`config.mk`:
```
export PLATFORM = sky130hd
export DESIGN_NAME = serial_adder
export DESIGN_NICKNAME = d
export VERILOG_FILES = /design/src/rtl/serial_adder_pkg.sv /design/src/rtl/serial_adder_fa_cell.sv /design/src/rtl/serial_adder.sv
export SDC_FILE = /design/constraint.sdc
export NUM_CORES = 1
export LEC_CHECK = 0
export BUFFER_PORTS_ARGS = -buffer_cell sky130_fd_sc_hd__buf_2
export CELL_PAD_IN_SITES_DETAIL_PLACEMENT = 0
export CELL_PAD_IN_SITES_GLOBAL_PLACEMENT = 1
export CORE_UTILIZATION = 38
export CTS_CLUSTER_DIAMETER = 40
export DETAILED_ROUTE_END_ITERATION = 7
export PLACE_DENSITY_LB_ADDON = 0.1
export SLEW_MARGIN = 20
export SYNTH_ARGS = -nofsm -noshare
export SYNTH_HDL_FRONTEND = slang
export SYNTH_HIERARCHICAL = 1
export SYNTH_SLANG_ARGS = --single-unit
```
`constraint.sdc`:
```
create_clock -name clk -period 1.4 [get_ports clk]
set_input_delay 0.21 -clock clk [delete_from_list [all_inputs] [get_ports clk]]
set_output_delay 0.21 -clock clk [all_outputs]
set_load 0.03 [all_outputs]
```
`src/rtl/serial_adder_pkg.sv`:
```
// Shared definitions for the serial adder: FSM encoding and sizing helpers.
package serial_adder_pkg;

    localparam logic [1:0] ST_IDLE = 2'd0;
    localparam logic [1:0] ST_ADD  = 2'd1;
    localparam logic [1:0] ST_DONE = 2'd2;

    // Number of clock steps needed to consume a full operand.
    function automatic int unsigned calc_steps(input int unsigned width, input int unsigned bpc);
        return width / bpc;
    endfunction

    // Step counter width: clog2(steps), never narrower than one bit.
    function automatic int unsigned calc_cnt_w(input int unsigned steps);
        return (steps <= 1) ? 1 : $clog2(steps);
    endfunction

endpackage

```
`src/rtl/serial_adder_fa_cell.sv`:
```
// Combinational 1-bit full adder used as the building block of the step chain.
module fa_cell (
    input  logic a,
    input  logic b,
    input  logic ci,
    output logic s,
    output logic co
);

    assign s  = a ^ b ^ ci;
    assign co = (a & b) | (a & ci) | (b & ci);

endmodule

```
`src/rtl/serial_adder.sv`:
```
// Multi-cycle adder/subtractor: BITS_PER_CYCLE bits per clock, LSB first,
// carry held in a register between steps, valid/ready on both sides.
// Optional build macro SERIAL_ADDER_OVF_EN enables the signed-overflow flag;
// without it ovf is tied low and no flop is built for it.
module serial_adder
    import serial_adder_pkg::*;
#(
    parameter int unsigned WIDTH          = 8,
    parameter int unsigned BITS_PER_CYCLE = 1
) (
    input  logic             clk,
    input  logic             rst_n,
    input  logic             in_valid,
    output logic             in_ready,
    input  logic [WIDTH-1:0] a,
    input  logic [WIDTH-1:0] b,
    input  logic             cin,
    input  logic             sub,
    output logic             out_valid,
    input  logic             out_ready,
    output logic [WIDTH-1:0] sum,
    output logic             cout,
    output logic             ovf
);

    localparam int unsigned BPC   = BITS_PER_CYCLE;
    localparam int unsigned STEPS = calc_steps(WIDTH, BITS_PER_CYCLE);
    localparam int unsigned CNT_W = calc_cnt_w(STEPS);

    logic [1:0]       state_q,  state_d;
    logic [WIDTH-1:0] a_q,      a_d;
    logic [WIDTH-1:0] b_q,      b_d;
    logic [WIDTH-1:0] res_q,    res_d;
    logic             carry_q,  carry_d;
    logic             cout_q,   cout_d;
    logic [CNT_W-1:0] cnt_q,    cnt_d;
    logic             in_ready_q;
    logic             out_valid_q;

    logic [BPC:0]     chain_c;
    logic [BPC-1:0]   step_s;
    logic             last_step;

    // Carry chain for one step: the registered carry feeds the bottom cell.
    assign chain_c[0] = carry_q;

    for (genvar g = 0; g < int'(BPC); g++) begin : g_cell
        fa_cell u_fa (
            .a  (a_q[g]),
            .b  (b_q[g]),
            .ci (chain_c[g]),
            .s  (step_s[g]),
            .co (chain_c[g+1])
        );
    end

    assign last_step = (cnt_q == CNT_W'(STEPS - 1));

    // Next-state and datapath update.
    always_comb begin
        state_d = state_q;
        a_d     = a_q;
        b_d     = b_q;
        res_d   = res_q;
        carry_d = carry_q;
        cout_d  = cout_q;
        cnt_d   = cnt_q;
        case (state_q)
            ST_IDLE: begin
                if (in_valid) begin
                    a_d     = a;
                    b_d     = sub ? ~b : b;
                    carry_d = sub ? ~cin : cin;
                    cnt_d   = '0;
                    state_d = ST_ADD;
                end
            end
            ST_ADD: begin
                a_d     = a_q >> BPC;
                b_d     = b_q >> BPC;
                res_d   = (res_q >> BPC) | (WIDTH'(step_s) << (WIDTH - BPC));
                carry_d = chain_c[BPC];
                cnt_d   = cnt_q + CNT_W'(1);
                if (last_step) begin
                    cout_d  = chain_c[BPC];
                    state_d = ST_DONE;
                end
            end
            ST_DONE: begin
                if (out_ready) begin
                    state_d = ST_IDLE;
                end
            end
            default: begin
                state_d = ST_IDLE;
            end
        endcase
    end

    // State, datapath and handshake registers.
    always_ff @(posedge clk or negedge rst_n) begin
        if (!rst_n) begin
            state_q     <= ST_IDLE;
            a_q         <= '0;
            b_q         <= '0;
            res_q       <= '0;
            carry_q     <= 1'b0;
            cout_q      <= 1'b0;
            cnt_q       <= '0;
            in_ready_q  <= 1'b1;
            out_valid_q <= 1'b0;
        end else begin
            state_q     <= state_d;
            a_q         <= a_d;
            b_q         <= b_d;
            res_q       <= res_d;
            carry_q     <= carry_d;
            cout_q      <= cout_d;
            cnt_q       <= cnt_d;
            in_ready_q  <= (state_d == ST_IDLE);
            out_valid_q <= (state_d == ST_DONE);
        end
    end

`ifdef SERIAL_ADDER_OVF_EN
    logic ovf_q, ovf_d;

    // Overflow = carry into MSB xor carry out of MSB, taken on the final step.
    always_comb begin
        ovf_d = ovf_q;
        if ((state_q == ST_ADD) && last_step) begin
            ovf_d = chain_c[BPC] ^ chain_c[BPC-1];
        end
    end

    // Overflow flag register.
    always_ff @(posedge clk or negedge rst_n) begin
        if (!rst_n) begin
            ovf_q <= 1'b0;
        end else begin
            ovf_q <= ovf_d;
        end
    end

    assign ovf = ovf_q;
`else
    assign ovf = 1'b0;
`endif

    assign in_ready  = in_ready_q;
    assign out_valid = out_valid_q;
    assign sum       = res_q;
    assign cout      = cout_q;

endmodule

```
==> impl_metrics.csv <==
group,metric,value,unit
status,status,"completed",
drt,vias,1185,
sta,setup_ws,0.0331,ns
hold_path,hold_class,"in2reg",
die,core,4000,sq um
drt,drc,0,
die,die_width,66.6,um
critical_path,critPathKind,"reg2reg",
clock_tree,tritoncts,"done",
synthesis,synth_top_flop_cell,"dfrtp_1",
critical_path,startpoint_type,"flop",
clock_tree,insertion_delay,0.28,ns
place,io_buffer_count,32,
global_routing,grt_pass1_vias,1170,
critical_path,path_cells,"fa_2 -> a22o_1 -> a221o_1",
synthesis,yosys_warnings,6,
die,fp-row-count,23,
place,gp_congestion,0.682,
power_and_ir_drop,power_leakage,0.000943,uW
power_and_ir_drop,powerDensity,2100,nW/um^2
critical_path,arrival,1.53,ns
run,drv_cap,0,
critical_path,crit_fanout,3,
critical_path,rrSetupSlack,0.03,ns
clock_tree,root_buffer,"clkbuf_8",
die,die-area,4430,sq um
place,dp_hpwl,2.20,mm
die,pin_count,34,
synthesis,synth_seq_cells,33,
die,start_util,39.6,%
global_routing,grt_antenna_before_repair,0,
finish,final_cell_mix,"32 x buf_2, 31 x dfrtp_1, 10 x a22o_1, 10 x buf_4",
clock_tree,cts_buffer_depth,2,
synthesis,synthArstFlopShare,100,%
synthesis,avgSynthCellArea,11.8,sq um
power_and_ir_drop,vdd_drop_max,0.720,mV
sta,fin_skew,0.00419,ns
synthesis,synthDistinctLibCells,26,
critical_path,required,1.57,ns
global_routing,grt_first_pass_wirelength,5.28,mm
place,dpl_worst_slack,-0.0349,ns
global_routing,grt_use_total,16.3,%
critical_path,slowest_delay,0.42,ns
clock_tree,cts_made_buffers,5,
finish,syn_to_final_growth,22.4,%
sta,finalHoldViolCount,0,
critical_path,end_kind,"flop",
finish,diodes,0,
synthesis,ys_seq_area_share,52.2,%
die,fp.dieH,66.6,um
sta,post-route-period-util,97.6,%
drt,dr.first_iter.drc_count,46,
synthesis,synth_fp_nets,159,
sta,finalSetupViolCount,0,
power_and_ir_drop,total_power,4080,uW
drt,vias_per_cell,5.27,
finish,drive_gt1_share,38.3,%
sta,finalSetupTns,0,ns
drt,first_pass_iters,4,
global_routing,grt_max_degree,34,
clock_tree,htree_levels,2,
sta,fmax,732,MHz
sta,rsz0062_at_grt,"true",
drt,wl_per_cell,14.2,um
synthesis,netlist_area,1580,sq um
global_routing,grt_overflow,0,
synthesis,synthCells,134,
sta,drv_slew,0,
finish,nNetsFinal,199,
clock_tree,cts_sinks,33,
drt,antenna_left,0,
drt,wirelength,3.19,mm
clock_tree,path_clk_slew,0.07,ns
critical_path,crit_path_top_delay_cell,"dfrtp_1",
sta,period_minus_slack,1.37,ns
finish,final_common_cell,"buf_2",
synthesis,synth_edf_count,0,
## final cells by class
type,instances,area (sq um)
Clock buffer,7,96.3
Clock inverter,1,5.00
Fill cell,395,2060
Inverter,1,3.75
Multi-Input combinational cell,89,687
Sequential cell,33,828
Tap cell,50,62.6
Timing Repair Buffer,44,256
## path summary, 6_finish.rpt
check / startpoint / endpoint / cells past startpoint
worst max-delay path: carry_q / carry_q / 3
worst min-delay path: a[3] / a_q[3] / 3
worst max register to register: carry_q / carry_q / 3
worst min register to register: sum[0] / sum[0] / 1
max in group asynchronous: rst_n / in_ready / 3
min in group asynchronous: rst_n / b_q[3] / 3
## synth_stat cells (2+ instances only)
cell type   n  area share (%)
a21oi_1     8             2.5
a221o_1     8             5.1
a22o_1     10             5.5
a22oi_1     7             3.3
buf_2       5             1.6
buf_4       3             1.4
buf_6       2             1.4
dfrtp_1    32              51
ha_1        2             1.6
mux2_2      9             6.4
nand2_1     6             1.4
nor2_1      2            0.47
nor2b_1    11             4.3
o21ai_0     8             2.5
o21ai_1     2            0.63
xor2_1      9             5.0
## metrics by stage
step | area (sq um) | std cells | utilization, % | hold WS [ns]
after floorplan | 1580 | 134 | - | -0.0856
after global placement | 1820 | 216 | 45.4 | 0.254
after detailed placement | 1820 | 216 | 45.4 | 0.262
after CTS | 1930 | 225 | 48.4 | 0.189
after global routing | 1940 | 225 | 48.5 | 0.214
final | 1940 | 225 | 48.5 | 0.204
## cell families (layout without fill, tap and decap cells)
| family | after synthesis | in the layout | synth area share [%] |
|---|---|---|---|
| buf+inv | 12 | 53 | 4.90 |
| compound gates | 44 | 44 | 20.1 |
| simple gates | 21 | 21 | 7.03 |
| other cells | 1 | 1 | 0.237 |
| mux | 11 | 11 | 7.74 |
| flops | 33 | 33 | 52.2 |
| fa+ha+maj | 3 | 3 | 2.84 |
| xor+xnor | 9 | 9 | 4.98 |
## worst max-delay path: cells and delay by family, from the launching register on
family / cells / cell delay, ns
DFF: 1 / 0.42
adders and majority gates: 1 / 0.39
AOI/OAI and AO/OA: 2 / 0.44
## sequential cells by signal, summed over array words and instances, names as in the netlist
name / flops
out_valid: 1
in_ready: 1
state_q: 2
carry_q: 1
a_q: 8
cout: 1
b_q: 8
cnt_q: 3
sum: 8
## power by group
part / total (uW) / internal (uW) / leakage, uW / switching (uW)
Clock: 790 / 444 / 0.0000542 / 346
Sequential: 1600 / 1340 / 0.000419 / 259
Combinational: 1690 / 803 / 0.000469 / 883
## metal layers
layer,vias up,part of all wire [%],global-route usage (%)
li1,561,-,-
met1,587,46,20.9
met2,30,48,25.1
met4,0,2.0,7.98
met5,-,0,0
met3,7,4.4,4.45
## repair_timing
action,4_1_cts,5_1_grt
resized for setup,2,2
hold buffers,1,0
hold endpoints to repair,32,0
setup endpoints to repair,8,2
pin swaps,0,2
buffers inserted,0,0
Note: power is estimated with default switching activity, not from simulation.
